**src/rtl/alu_pipe_if.sv**
```systemverilog
// Operand/result handshake bundle for alu_pipe.
// The environment (sequencer side and FIFO side) takes the master view,
// the ALU takes the slave view.
interface alu_pipe_if #(
  parameter int BITS = 8
);
  logic [BITS-1:0] i_a;
  logic [BITS-1:0] i_b;
  logic [2:0]      i_op;
  logic            i_valid;
  logic            o_ready;
  logic [BITS-1:0] o_out;
  logic [3:0]      o_status;
  logic            o_valid;
  logic            i_ready;

  modport master (
    output i_a, i_b, i_op, i_valid, i_ready,
    input  o_ready, o_out, o_status, o_valid
  );

  modport slave (
    input  i_a, i_b, i_op, i_valid, i_ready,
    output o_ready, o_out, o_status, o_valid
  );
endinterface

```
**src/rtl/alu_pipe.sv**
```systemverilog
// Two-stage handshaked 8-op ALU with zero-parity status flags and a
// saturating count of delivered results that carried ERROR.
// Stage 1 holds operands/opcode, stage 2 holds result/status.
module alu_pipe #(
  parameter int BITS = 8,
  parameter int ERRW = 4
) (
  input  logic            i_clk,
  input  logic            i_rst,
  alu_pipe_if.slave       bus,
  input  logic            i_clr_err,
  output logic [ERRW-1:0] o_err_cnt
);

  localparam logic [2:0] OP_SUB = 3'd0;
  localparam logic [2:0] OP_CMP = 3'd1;
  localparam logic [2:0] OP_SHL = 3'd2;
  localparam logic [2:0] OP_CHG = 3'd3;
  localparam logic [2:0] OP_ADD = 3'd4;
  localparam logic [2:0] OP_AND = 3'd5;
  localparam logic [2:0] OP_OR  = 3'd6;
  localparam logic [2:0] OP_XOR = 3'd7;

  // One extra bit so the out-of-range test on b works for any BITS.
  localparam logic [BITS:0]   BITS_VAL = (BITS + 1)'(BITS);
  localparam logic [ERRW-1:0] ERR_MAX  = '1;

  logic            s1_valid_reg;
  logic [BITS-1:0] s1_a_reg;
  logic [BITS-1:0] s1_b_reg;
  logic [2:0]      s1_op_reg;

  logic            out_valid_reg;
  logic [BITS-1:0] out_reg;
  logic [3:0]      status_reg;
  logic [ERRW-1:0] err_cnt_reg;

  logic            adv1;
  logic            adv2;

  logic [BITS:0]   sum_w;
  logic [BITS:0]   diff_w;
  logic [BITS-1:0] shl_w;
  logic [BITS-1:0] one_hot_w;
  logic            b_oob;

  logic [BITS-1:0] out_next;
  logic            ovf_next;
  logic            err_next;
  logic [BITS-1:0] zero_bits;
  logic            even_next;
  logic            single_next;

  // Stage 2 moves when it is empty or being drained; stage 1 moves when
  // it is empty or stage 2 moves, so a full pipe streams without bubbles.
  assign adv2 = bus.i_ready | ~out_valid_reg;
  assign adv1 = ~s1_valid_reg | adv2;

  assign bus.o_ready  = adv1;
  assign bus.o_valid  = out_valid_reg;
  assign bus.o_out    = out_reg;
  assign bus.o_status = status_reg;
  assign o_err_cnt    = err_cnt_reg;

  // Extended-width add/sub expose carry and borrow in the top bit.
  assign sum_w     = {1'b0, s1_a_reg} + {1'b0, s1_b_reg};
  assign diff_w    = {1'b0, s1_a_reg} - {1'b0, s1_b_reg};
  assign shl_w     = s1_a_reg << s1_b_reg;
  assign one_hot_w = {{(BITS-1){1'b0}}, 1'b1} << s1_b_reg;
  assign b_oob     = ({1'b0, s1_b_reg} >= BITS_VAL);

  // Result and OVF/ERROR for the opcode held in stage 1.
  always_comb begin
    out_next = '0;
    ovf_next = 1'b0;
    err_next = 1'b0;
    case (s1_op_reg)
      OP_SUB: begin
        out_next = diff_w[BITS-1:0];
        ovf_next = diff_w[BITS];
      end
      OP_CMP: out_next = {{(BITS-1){1'b0}}, (s1_a_reg > s1_b_reg)};
      OP_SHL: begin
        if (b_oob) begin
          err_next = 1'b1;
        end else begin
          out_next = shl_w;
          // Shifting back recovers a only if nothing fell off the top.
          ovf_next = ((shl_w >> s1_b_reg) != s1_a_reg);
        end
      end
      OP_CHG: begin
        if (b_oob) begin
          err_next = 1'b1;
          out_next = s1_a_reg;
        end else begin
          out_next = s1_a_reg ^ one_hot_w;
        end
      end
      OP_ADD: begin
        out_next = sum_w[BITS-1:0];
        ovf_next = sum_w[BITS];
      end
      OP_AND:  out_next = s1_a_reg & s1_b_reg;
      OP_OR:   out_next = s1_a_reg | s1_b_reg;
      default: out_next = s1_a_reg ^ s1_b_reg;
    endcase
  end

  genvar gi;
  generate
    for (gi = 0; gi < BITS; gi++) begin : g_zero
      assign zero_bits[gi] = ~out_next[gi];
    end
  endgenerate

  // Even zero count is even parity of the zero mask; exactly one zero is
  // a nonzero power-of-two mask. The two cannot both hold.
  assign even_next   = ~(^zero_bits);
  assign single_next = (zero_bits != '0) && ((zero_bits & (zero_bits - 1'b1)) == '0);

  // Stage 1: capture operands whenever the stage is free to advance.
  always_ff @(posedge i_clk) begin
    if (!i_rst) begin
      s1_valid_reg <= 1'b0;
      s1_a_reg     <= '0;
      s1_b_reg     <= '0;
      s1_op_reg    <= '0;
    end else if (adv1) begin
      s1_valid_reg <= bus.i_valid;
      s1_a_reg     <= bus.i_a;
      s1_b_reg     <= bus.i_b;
      s1_op_reg    <= bus.i_op;
    end
  end

  // Stage 2: register result and status; held stable while stalled.
  always_ff @(posedge i_clk) begin
    if (!i_rst) begin
      out_valid_reg <= 1'b0;
      out_reg       <= '0;
      status_reg    <= '0;
    end else if (adv2) begin
      out_valid_reg <= s1_valid_reg;
      out_reg       <= out_next;
      status_reg    <= {single_next, even_next, err_next, ovf_next};
    end
  end

  // Error counter: counts delivered ERROR results once, saturates, clear wins.
  always_ff @(posedge i_clk) begin
    if (!i_rst) begin
      err_cnt_reg <= '0;
    end else if (i_clr_err) begin
      err_cnt_reg <= '0;
    end else if (out_valid_reg && bus.i_ready && status_reg[1] && (err_cnt_reg != ERR_MAX)) begin
      err_cnt_reg <= err_cnt_reg + 1'b1;
    end
  end

endmodule

```
**src/flat_wrapper.sv**
```systemverilog
// flat-port wrapper written by rule: the top's interface ports become plain ports
module alu_pipe_flat 
#(
  parameter int BITS = 8,
  parameter int ERRW = 4
)
  (i_clk, i_rst, i_clr_err, o_err_cnt, bus_i_a, bus_i_b, bus_i_op, bus_i_valid, bus_i_ready, bus_o_ready, bus_o_out, bus_o_status, bus_o_valid);
  alu_pipe_if #(.BITS(BITS)) bus_i ();
  input  logic i_clk;
  input  logic i_rst;
  input  logic i_clr_err;
  output logic [ERRW-1:0] o_err_cnt;
  input wire logic [$bits(bus_i.i_a)-1:0] bus_i_a;
  input wire logic [$bits(bus_i.i_b)-1:0] bus_i_b;
  input wire logic [$bits(bus_i.i_op)-1:0] bus_i_op;
  input wire logic [$bits(bus_i.i_valid)-1:0] bus_i_valid;
  input wire logic [$bits(bus_i.i_ready)-1:0] bus_i_ready;
  output wire logic [$bits(bus_i.o_ready)-1:0] bus_o_ready;
  output wire logic [$bits(bus_i.o_out)-1:0] bus_o_out;
  output wire logic [$bits(bus_i.o_status)-1:0] bus_o_status;
  output wire logic [$bits(bus_i.o_valid)-1:0] bus_o_valid;
  assign bus_i.i_a = bus_i_a;
  assign bus_i.i_b = bus_i_b;
  assign bus_i.i_op = bus_i_op;
  assign bus_i.i_valid = bus_i_valid;
  assign bus_i.i_ready = bus_i_ready;
  assign bus_o_ready = bus_i.o_ready;
  assign bus_o_out = bus_i.o_out;
  assign bus_o_status = bus_i.o_status;
  assign bus_o_valid = bus_i.o_valid;
  alu_pipe #(.BITS(BITS), .ERRW(ERRW)) u_core (.i_clk(i_clk), .i_rst(i_rst), .bus(bus_i), .i_clr_err(i_clr_err), .o_err_cnt(o_err_cnt));
endmodule
```
**config.mk**
```make
export PLATFORM = sky130hd
export DESIGN_NAME = alu_pipe_flat
export DESIGN_NICKNAME = d
export VERILOG_FILES = /design/src/rtl/alu_pipe_if.sv /design/src/rtl/alu_pipe.sv /design/src/flat_wrapper.sv
export SDC_FILE = /design/constraint.sdc
export NUM_CORES = 1
export LEC_CHECK = 0
export CAP_MARGIN = 30
export CORE_ASPECT_RATIO = 1.2
export CORE_UTILIZATION = 35
export CTS_CLUSTER_SIZE = 8
export DETAILED_ROUTE_END_ITERATION = 10
export PLACE_DENSITY = 0.63
export SETUP_SLACK_MARGIN = 0.3
export SLEW_MARGIN = 20
export SYNTH_ARGS = -nofsm -noshare
export SYNTH_HDL_FRONTEND = slang
export SYNTH_SLANG_ARGS = --single-unit
```
**constraint.sdc**
```tcl
create_clock -name i_clk -period 3.87 [get_ports i_clk]
set_clock_uncertainty 0.2 [all_clocks]
set_input_delay 0.9675 -clock i_clk [delete_from_list [all_inputs] [get_ports i_clk]]
set_output_delay 0.9675 -clock i_clk [all_outputs]
set_load 0.01 [all_outputs]
```
==> results of run 1 <==
worst reg2reg max path, stage by stage, from the launching register on:
cell,delay (ns)
dfxtp_2,0.35
buf_4,0.20
ha_1,0.26
a21o_1,0.18
a31oi_1,0.08
o41ai_2,0.48
o21ai_2,0.13
a211oi_2,0.24
inv_1,0.11
ha_1,0.19
and4_1,0.15
nor4_2,0.13
o21ai_1,0.09
a211o_1,0.28
a211o_1,0.22
o21ai_1,0.10
cell usage in the layout (no fill, tap or decap), types with 7 or more instances in the layout:
cell and instances:
inv_1 23, dfxtp_1 25, dfxtp_2 9, nor3_1 13
buf_4 56, nand3_1 11, clkdlybuf4s50_1 40, xnor2_1 10
o21ai_0 15, ha_4 7, ha_1 23, inv_2 8
nor2_1 34, a21oi_1 38, o211ai_1 7, mux2i_1 12
nand2b_1 11, nand2_1 63
cell type report:
class	instances	area, sq um	area share [%]
Clock inverter	3	46.3	0.934
Tap cell	126	158	3.18
Timing Repair Buffer	100	867	17.5
Multi-Input combinational cell	367	2860	57.8
Inverter	34	133	2.68
Clock buffer	5	125	2.52
Sequential cell	37	763	15.4
report_power, final:
part	switching (W)	leakage, nW	internal [W]	total, W
logic	0.000320	1.57	0.000308	0.000628
registers	0.0000277	0.310	0.000410	0.000437
clock network	0.000168	0.0800	0.000305	0.000473
cells by family after synthesis:
| family | Yosys count | share of synthesized area (%) |
|---|---|---|
| compound gates | 124 | 23.0 |
| xor+xnor | 11 | 2.65 |
| fa+ha+maj | 35 | 12.5 |
| buf+inv | 62 | 10.6 |
| flops | 37 | 20.4 |
| mux | 16 | 5.47 |
| simple gates | 181 | 25.4 |
per-stage QoR:
stage	cells	area [sq um]	hold slack, ns
global placement	645	4270	0.244
global route	672	4960	0.273
finish	672	4960	0.254
floorplan	466	3660	0.231
detailed placement	645	4270	0.252
CTS	671	4750	0.261
per-layer routing:
layer	GRT usage [%]	vias up	wire length [microns]
li1	-	1826	-
met1	28.6	1810	5120
met2	38.4	211	5690
met3	2.73	52	723
met4	12.1	0	599
met5	0	-	0
repair_timing:
action,4_1_cts,5_1_grt
gates cloned,0,0
setup endpoints to repair,1,3
resized for setup,45,40
buffers inserted,18,1
pin swaps,17,21
worst paths after layout:
path | from | end | slack [ns] | cells after the start
max reg2reg | u_core.s1_b_reg[2] | u_core.bus.o_status[3] | 0.40 | 15
max | u_core.s1_b_reg[2] | u_core.bus.o_status[3] | 0.40 | 15
min reg2reg | u_core.bus.o_out[1] | u_core.bus.o_out[1] | 0.25 | 2
min | u_core.bus.o_out[1] | u_core.bus.o_out[1] | 0.25 | 2
==> run_summary.xml, run 1 <==
<?xml version="1.0" encoding="UTF-8"?>
<metrics>
  <group name="clock_network">
    <metric name="tritoncts" unit="">built</metric>
    <metric name="skew_pair_late_insertion_delay" unit="ns">0.29</metric>
    <metric name="ctsHoldBuffers" unit="">0</metric>
    <metric name="cts_root_buf" unit="">clkbuf_16</metric>
    <metric name="clk_pin_slew" unit="ns">0.06</metric>
    <metric name="htree_levels" unit="">2</metric>
    <metric name="clk_path_buf_depth" unit="">2</metric>
    <metric name="clkSinkCount" unit="">37</metric>
    <metric name="cts_made_buffers" unit="">5</metric>
  </group>
  <group name="route">
    <metric name="drc_errors" unit="">0</metric>
    <metric name="drt-wirelength-per-cell" unit="microns">18.1</metric>
    <metric name="postRouteWirelength" unit="microns">12100</metric>
    <metric name="detail-route-antenna-nets" unit="">0</metric>
    <metric name="routed-via-count" unit="">3899</metric>
    <metric name="viasPerCell" unit="">5.80</metric>
    <metric name="drt_iter0_drc" unit="">351</metric>
    <metric name="drtPass1Iterations" unit="">5</metric>
  </group>
  <group name="timing">
    <metric name="finalMaxSlewViolations" unit="">0</metric>
    <metric name="finalWorstSetupSlack" unit="ns">0.397</metric>
    <metric name="worst_slew_pin_slew" unit="ns">0.654</metric>
    <metric name="unrepaired_setup_endpoints_after_global_routing" unit="">yes</metric>
    <metric name="finalSetupViolations" unit="">0</metric>
    <metric name="finalCriticalPeriod" unit="ns">3.47</metric>
    <metric name="maximum_clock_frequency" unit="MHz">288</metric>
    <metric name="final_total_negative_setup_slack" unit="ns">0</metric>
    <metric name="slew-limit-headroom" unit="%">56.2</metric>
    <metric name="report.final.hold_viol_count" unit="">0</metric>
    <metric name="period_share" unit="%">89.7</metric>
  </group>
  <group name="setup_path">
    <metric name="critPathSlowestCell" unit="">o41ai_2</metric>
    <metric name="family_with_the_most_delay_on_the_worst_path" unit="">compound AO/OA/AOI/OAI gates</metric>
    <metric name="criticalPathCategory" unit="">reg -&gt; reg</metric>
    <metric name="setup.worst_path.end_class" unit="">register</metric>
    <metric name="timing.critical_path.from_type" unit="">register</metric>
    <metric name="crit_path_required_time" unit="ns">3.89</metric>
    <metric name="cp_max_fo" unit="">12</metric>
    <metric name="crit_chain" unit="">buf_4 -&gt; ha_1 -&gt; a21o_1 -&gt; a31oi_1 -&gt; o41ai_2 -&gt; o21ai_2 -&gt; a211oi_2 -&gt; inv_1 -&gt; ha_1 -&gt; and4_1 -&gt; nor4_2 -&gt; o21ai_1 -&gt; a211o_1 -&gt; a211o_1 -&gt; o21ai_1</metric>
    <metric name="worstPathBufferInverterCount" unit="">2</metric>
    <metric name="cpPeakStageDelay" unit="ns">0.48</metric>
    <metric name="wp_data_arrival" unit="ns">3.49</metric>
  </group>
  <group name="synthesis">
    <metric name="ys_seq_elements" unit="">37</metric>
    <metric name="postSynth.topFlopCell" unit="">dfxtp_1</metric>
    <metric name="post_synth_main_area_contributors" unit="">dfxtp_1, ha_1, nand2_1</metric>
    <metric name="synth.yosys.warnings" unit="">0</metric>
    <metric name="synthesis.area_per_instance" unit="sq um">7.80</metric>
    <metric name="synth_largest_type_area_fraction" unit="%">20.4</metric>
    <metric name="ys_top_cells_by_count" unit="">nand2_1, a21oi_1, dfxtp_1</metric>
    <metric name="synthMostInstantiatedCell" unit="">nand2_1</metric>
    <metric name="netlist.top_cell.by_area" unit="">dfxtp_1</metric>
    <metric name="mappedNetlistNets" unit="">525</metric>
    <metric name="synth_enable_flop_cells" unit="">0</metric>
    <metric name="yosysSeqAreaShare" unit="%">20.4</metric>
    <metric name="netlist-cell-type-count" unit="">73</metric>
    <metric name="synth_async_sr_flop_share" unit="%">0</metric>
    <metric name="synth_area" unit="sq um">3630</metric>
    <metric name="syn_inst_count" unit="">466</metric>
  </group>
  <group name="place">
    <metric name="gp_congestion" unit="">0.945</metric>
    <metric name="detailed_place_hpwl" unit="microns">8770</metric>
    <metric name="place.port_buffers" unit="">41</metric>
    <metric name="dp_slack" unit="ns">0.124</metric>
  </group>
  <group name="layout">
    <metric name="post-route-util" unit="%">49.3</metric>
    <metric name="num_antenna_cells" unit="">0</metric>
    <metric name="final_layout_size_suffix_gt1_share" unit="%">28.0</metric>
    <metric name="layout.nets" unit="">604</metric>
    <metric name="fillCellCount" unit="">924</metric>
    <metric name="syn2layout_area_growth" unit="%">36.4</metric>
  </group>
  <group name="pwr">
    <metric name="total_power" unit="W">0.00154</metric>
    <metric name="power_per_cell_area" unit="nW/um^2">310</metric>
    <metric name="power.ir.vdd_worst" unit="V">0.000223</metric>
    <metric name="total_leakage_power" unit="nW">1.96</metric>
  </group>
  <group name="worst_hold_path">
    <metric name="hold_path_class" unit="">reg -&gt; reg</metric>
  </group>
  <group name="global_routing">
    <metric name="grt_util_all_layers" unit="%">23.0</metric>
    <metric name="first_global_vias" unit="">3879</metric>
    <metric name="grt_antenna_before_repair" unit="">0</metric>
    <metric name="grt_first_pass_wirelength" unit="microns">19300</metric>
    <metric name="global_route_total_overflow" unit="">0</metric>
    <metric name="grt_max_degree" unit="">32</metric>
  </group>
  <group name="floorplan">
    <metric name="fp.dieH" unit="microns">114</metric>
    <metric name="design.die.area" unit="sq um">10800</metric>
    <metric name="die_width" unit="microns">95.0</metric>
    <metric name="core_area" unit="sq um">10100</metric>
    <metric name="initial_utilization" unit="%">36.1</metric>
    <metric name="i_o_pin_total" unit="">42</metric>
    <metric name="core.rowCount" unit="">40</metric>
  </group>
  <group name="job">
    <metric name="drv.max_cap_violation_count" unit="">0</metric>
  </group>
  <group name="run_status">
    <metric name="run_status" unit="">complete, no violations</metric>
  </group>
</metrics>
Note: power is estimated with default switching activity, not from simulation.
==> run 2: changes to the inputs <==
Settings changed: CAP_MARGIN 30 to unset.
Clock period 3.87 ns to 2.9 ns, I/O delays scaled along.
==> run 2 against run 1 <==
  * The flow now finishes with violations (negative setup slack)
  * Worst setup slack got worse by 0.99 ns
  * Flip-flop and latch count did not move
  * First-iteration DRC count shrank 32%
  * Sequential power up 31%
  * Register-to-register slack lost 0.99 ns
  * Power increased by 52%
  * Final cell count up 17%
  * Sequential share of layout area is 2.7 points lower
  * Via count increased by 10%
  * Clock-buffer cell count rose by 2
  * Worst hold slack better by 0.0049 ns
  * Largest power group unchanged
==> run_summary.xml, run 2 (synthesis results as in run 1) <==
<?xml version="1.0" encoding="UTF-8"?>
<metrics>
  <group name="global_routing">
    <metric name="grtUsageMet3" unit="%">2.47</metric>
    <metric name="grt_use_met1" unit="%">33.9</metric>
    <metric name="grt_max_degree" unit="">32</metric>
    <metric name="grt_first_pass_wirelength" unit="microns">21800</metric>
    <metric name="grt.busiest_layer" unit="">met2</metric>
    <metric name="grt_util_all_layers" unit="%">26.6</metric>
    <metric name="first_global_vias" unit="">4111</metric>
    <metric name="grt_util_met2" unit="%">44.7</metric>
    <metric name="grt_antenna_before_repair" unit="">0</metric>
    <metric name="global_route_total_overflow" unit="">0</metric>
  </group>
  <group name="pwr">
    <metric name="power_frac_comb" unit="%">48.8</metric>
    <metric name="power.internal" unit="W">0.00155</metric>
    <metric name="power_per_cell_area" unit="nW/um^2">384</metric>
    <metric name="total_power" unit="W">0.00233</metric>
    <metric name="part_of_the_power_in_registers" unit="%">24.6</metric>
    <metric name="power.ir.vdd_worst" unit="V">0.000331</metric>
    <metric name="net-switching-power" unit="W">0.000776</metric>
    <metric name="sw_frac_of_total" unit="%">33.3</metric>
    <metric name="p_clk_share" unit="%">26.5</metric>
    <metric name="total_leakage_power" unit="nW">2.57</metric>
  </group>
  <group name="place">
    <metric name="dp_slack" unit="ns">-0.794</metric>
    <metric name="gp_congestion" unit="">0.922</metric>
    <metric name="place.port_buffers" unit="">41</metric>
    <metric name="post-place-cells" unit="">754</metric>
    <metric name="detailed_place_hpwl" unit="microns">10800</metric>
    <metric name="placement.cell_area" unit="sq um">5220</metric>
  </group>
  <group name="setup_path">
    <metric name="cell_count_of_the_worst_reg_to_reg_path" unit="">15</metric>
    <metric name="crit_path_required_time" unit="ns">2.92</metric>
    <metric name="setup.worst_path.end_class" unit="">register</metric>
    <metric name="criticalPathCategory" unit="">reg -&gt; reg</metric>
    <metric name="timing.critical_path.from_type" unit="">register</metric>
    <metric name="wp_data_arrival" unit="ns">3.51</metric>
    <metric name="cp_max_fo" unit="">4</metric>
  </group>
  <group name="route">
    <metric name="drt_iter0_drc" unit="">238</metric>
    <metric name="viasPerCell" unit="">5.45</metric>
    <metric name="postRouteWirelength" unit="microns">14200</metric>
    <metric name="routed-via-count" unit="">4293</metric>
    <metric name="drtPass1Iterations" unit="">6</metric>
    <metric name="drc_errors" unit="">0</metric>
    <metric name="detail-route-antenna-nets" unit="">0</metric>
    <metric name="drt-wirelength-per-cell" unit="microns">18.1</metric>
  </group>
  <group name="floorplan">
    <metric name="initial_utilization" unit="%">36.1</metric>
    <metric name="core.rowCount" unit="">40</metric>
    <metric name="i_o_pin_total" unit="">42</metric>
    <metric name="design.die.area" unit="sq um">10800</metric>
    <metric name="die_width" unit="microns">95.0</metric>
    <metric name="fp.dieH" unit="microns">114</metric>
    <metric name="core_area" unit="sq um">10100</metric>
  </group>
  <group name="timing">
    <metric name="finalSetupViolations" unit="">5</metric>
    <metric name="slew-limit-headroom" unit="%">66.3</metric>
    <metric name="unrepaired_setup_endpoints_after_global_routing" unit="">yes</metric>
    <metric name="period_share" unit="%">120</metric>
    <metric name="report.final.hold_viol_count" unit="">0</metric>
    <metric name="maximum_clock_frequency" unit="MHz">286</metric>
    <metric name="finalWorstSetupSlack" unit="ns">-0.591</metric>
    <metric name="worst_slew_pin_slew" unit="ns">0.506</metric>
    <metric name="finalMaxSlewViolations" unit="">0</metric>
    <metric name="finalCriticalPeriod" unit="ns">3.49</metric>
  </group>
  <group name="layout">
    <metric name="layout.cells.most_common" unit="">buf_4</metric>
    <metric name="instances_no_fill" unit="">787</metric>
    <metric name="final_layout_size_suffix_gt1_share" unit="%">43.9</metric>
    <metric name="syn2layout_area_growth" unit="%">66.9</metric>
    <metric name="final_cell_mix" unit="">buf_4, nand2_1, clkdlybuf4s50_1</metric>
    <metric name="num_antenna_cells" unit="">0</metric>
    <metric name="layout.nets" unit="">719</metric>
    <metric name="final_cell_area" unit="sq um">6070</metric>
  </group>
  <group name="job">
    <metric name="drv.max_cap_violation_count" unit="">0</metric>
  </group>
  <group name="clock_network">
    <metric name="htree_levels" unit="">2</metric>
    <metric name="cts_root_buf" unit="">clkbuf_16</metric>
    <metric name="clkSinkCount" unit="">37</metric>
    <metric name="clk_pin_slew" unit="ns">0.06</metric>
    <metric name="cts_made_buffers" unit="">5</metric>
    <metric name="skew_pair_late_insertion_delay" unit="ns">0.29</metric>
    <metric name="clk_path_buf_depth" unit="">2</metric>
    <metric name="tritoncts" unit="">built</metric>
  </group>
  <group name="run_status">
    <metric name="run_status" unit="">finished, violations left</metric>
    <metric name="violations" unit="">negative setup slack</metric>
  </group>
  <group name="worst_hold_path">
    <metric name="min_path_cells" unit="">2</metric>
    <metric name="hold_path_class" unit="">reg -&gt; reg</metric>
  </group>
</metrics>
-- run 2: cell types whose count changed in the layout (fill, tap and decap cells not counted), sizes merged --
cell | previous run | this run
buf | 59 | 174
clkbuf | 5 | 7
dlygate4sd2 | 0 | 2
bufinv | 1 | 0
clkdlybuf4s50 | 40 | 39
clkinv | 4 | 3
clkinvlp | 1 | 0
dlymetal6s2s | 1 | 0
inv | 31 | 32
-- run 2: power groups by stage --
stage          logic (W)  clock network, W  registers (W)
2_1_floorplan   0.000469                 0       0.000596
3_3_place_gp    0.000864                 0       0.000583
3_5_place_dp    0.000869                 0       0.000585
4_1_cts         0.000970          0.000622       0.000574
5_1_grt          0.00121          0.000652       0.000578
6_report         0.00114          0.000619       0.000574
-- run 2: through the flow --
step	hold WS [ns]	TNS, ns	util, %
detailed placement	0.248	-1.62	51.9
floorplan	0.231	-0.632	-
finish	0.259	-0.950	60.3
CTS	0.260	-0.735	56.2
global route	0.272	-1.41	60.3
global placement	0.240	-1.60	51.9
-- run 2: path summary, 6_finish.rpt --
check / start / to / slack, ns
setup reg to reg: u_core.s1_b_reg[0] / u_core.bus.o_status[3] / -0.59
hold / removal: u_core.bus.o_out[4] / u_core.bus.o_out[4] / 0.26
hold reg to reg: u_core.bus.o_out[4] / u_core.bus.o_out[4] / 0.26
setup / recovery: u_core.s1_b_reg[0] / u_core.bus.o_status[3] / -0.59
-- run 2: critical path: stages, from the launching register on --
cell and delay (ns):
dfxtp_4 0.37, ha_4 0.16, fa_2 0.35, and3_4 0.19, or2_4 0.26, a31o_4 0.23, a41o_4 0.21, nor3_4 0.15
inv_2 0.09, ha_4 0.16, and4_4 0.14, nor4_4 0.20, o21ai_1 0.10, a211o_1 0.24, a211o_1 0.23, o21ai_1 0.11
-- run 2: what timing repair did --
action,CTS,global route
resized for setup,44,61
hold buffers,0,0
setup buffers,7,18
endpoints found under the setup margin,9,11
pin swaps,12,19
-- run 2: area by class of cell --
cell class / count / area [sq um]
Clock buffer: 7 / 164
Clock inverter: 1 / 6.26
Fill cell: 866 / 3990
Inverter: 34 / 145
Multi-Input combinational cell: 367 / 3040
Sequential cell: 37 / 773
Tap cell: 126 / 158
Timing Repair Buffer: 215 / 1780
-- run 2: per-layer routing --
layer,routed length (microns),up-vias
li1,-,2068
met1,6160,2031
met2,6930,151
met3,566,43
met4,588,0
met5,0,-
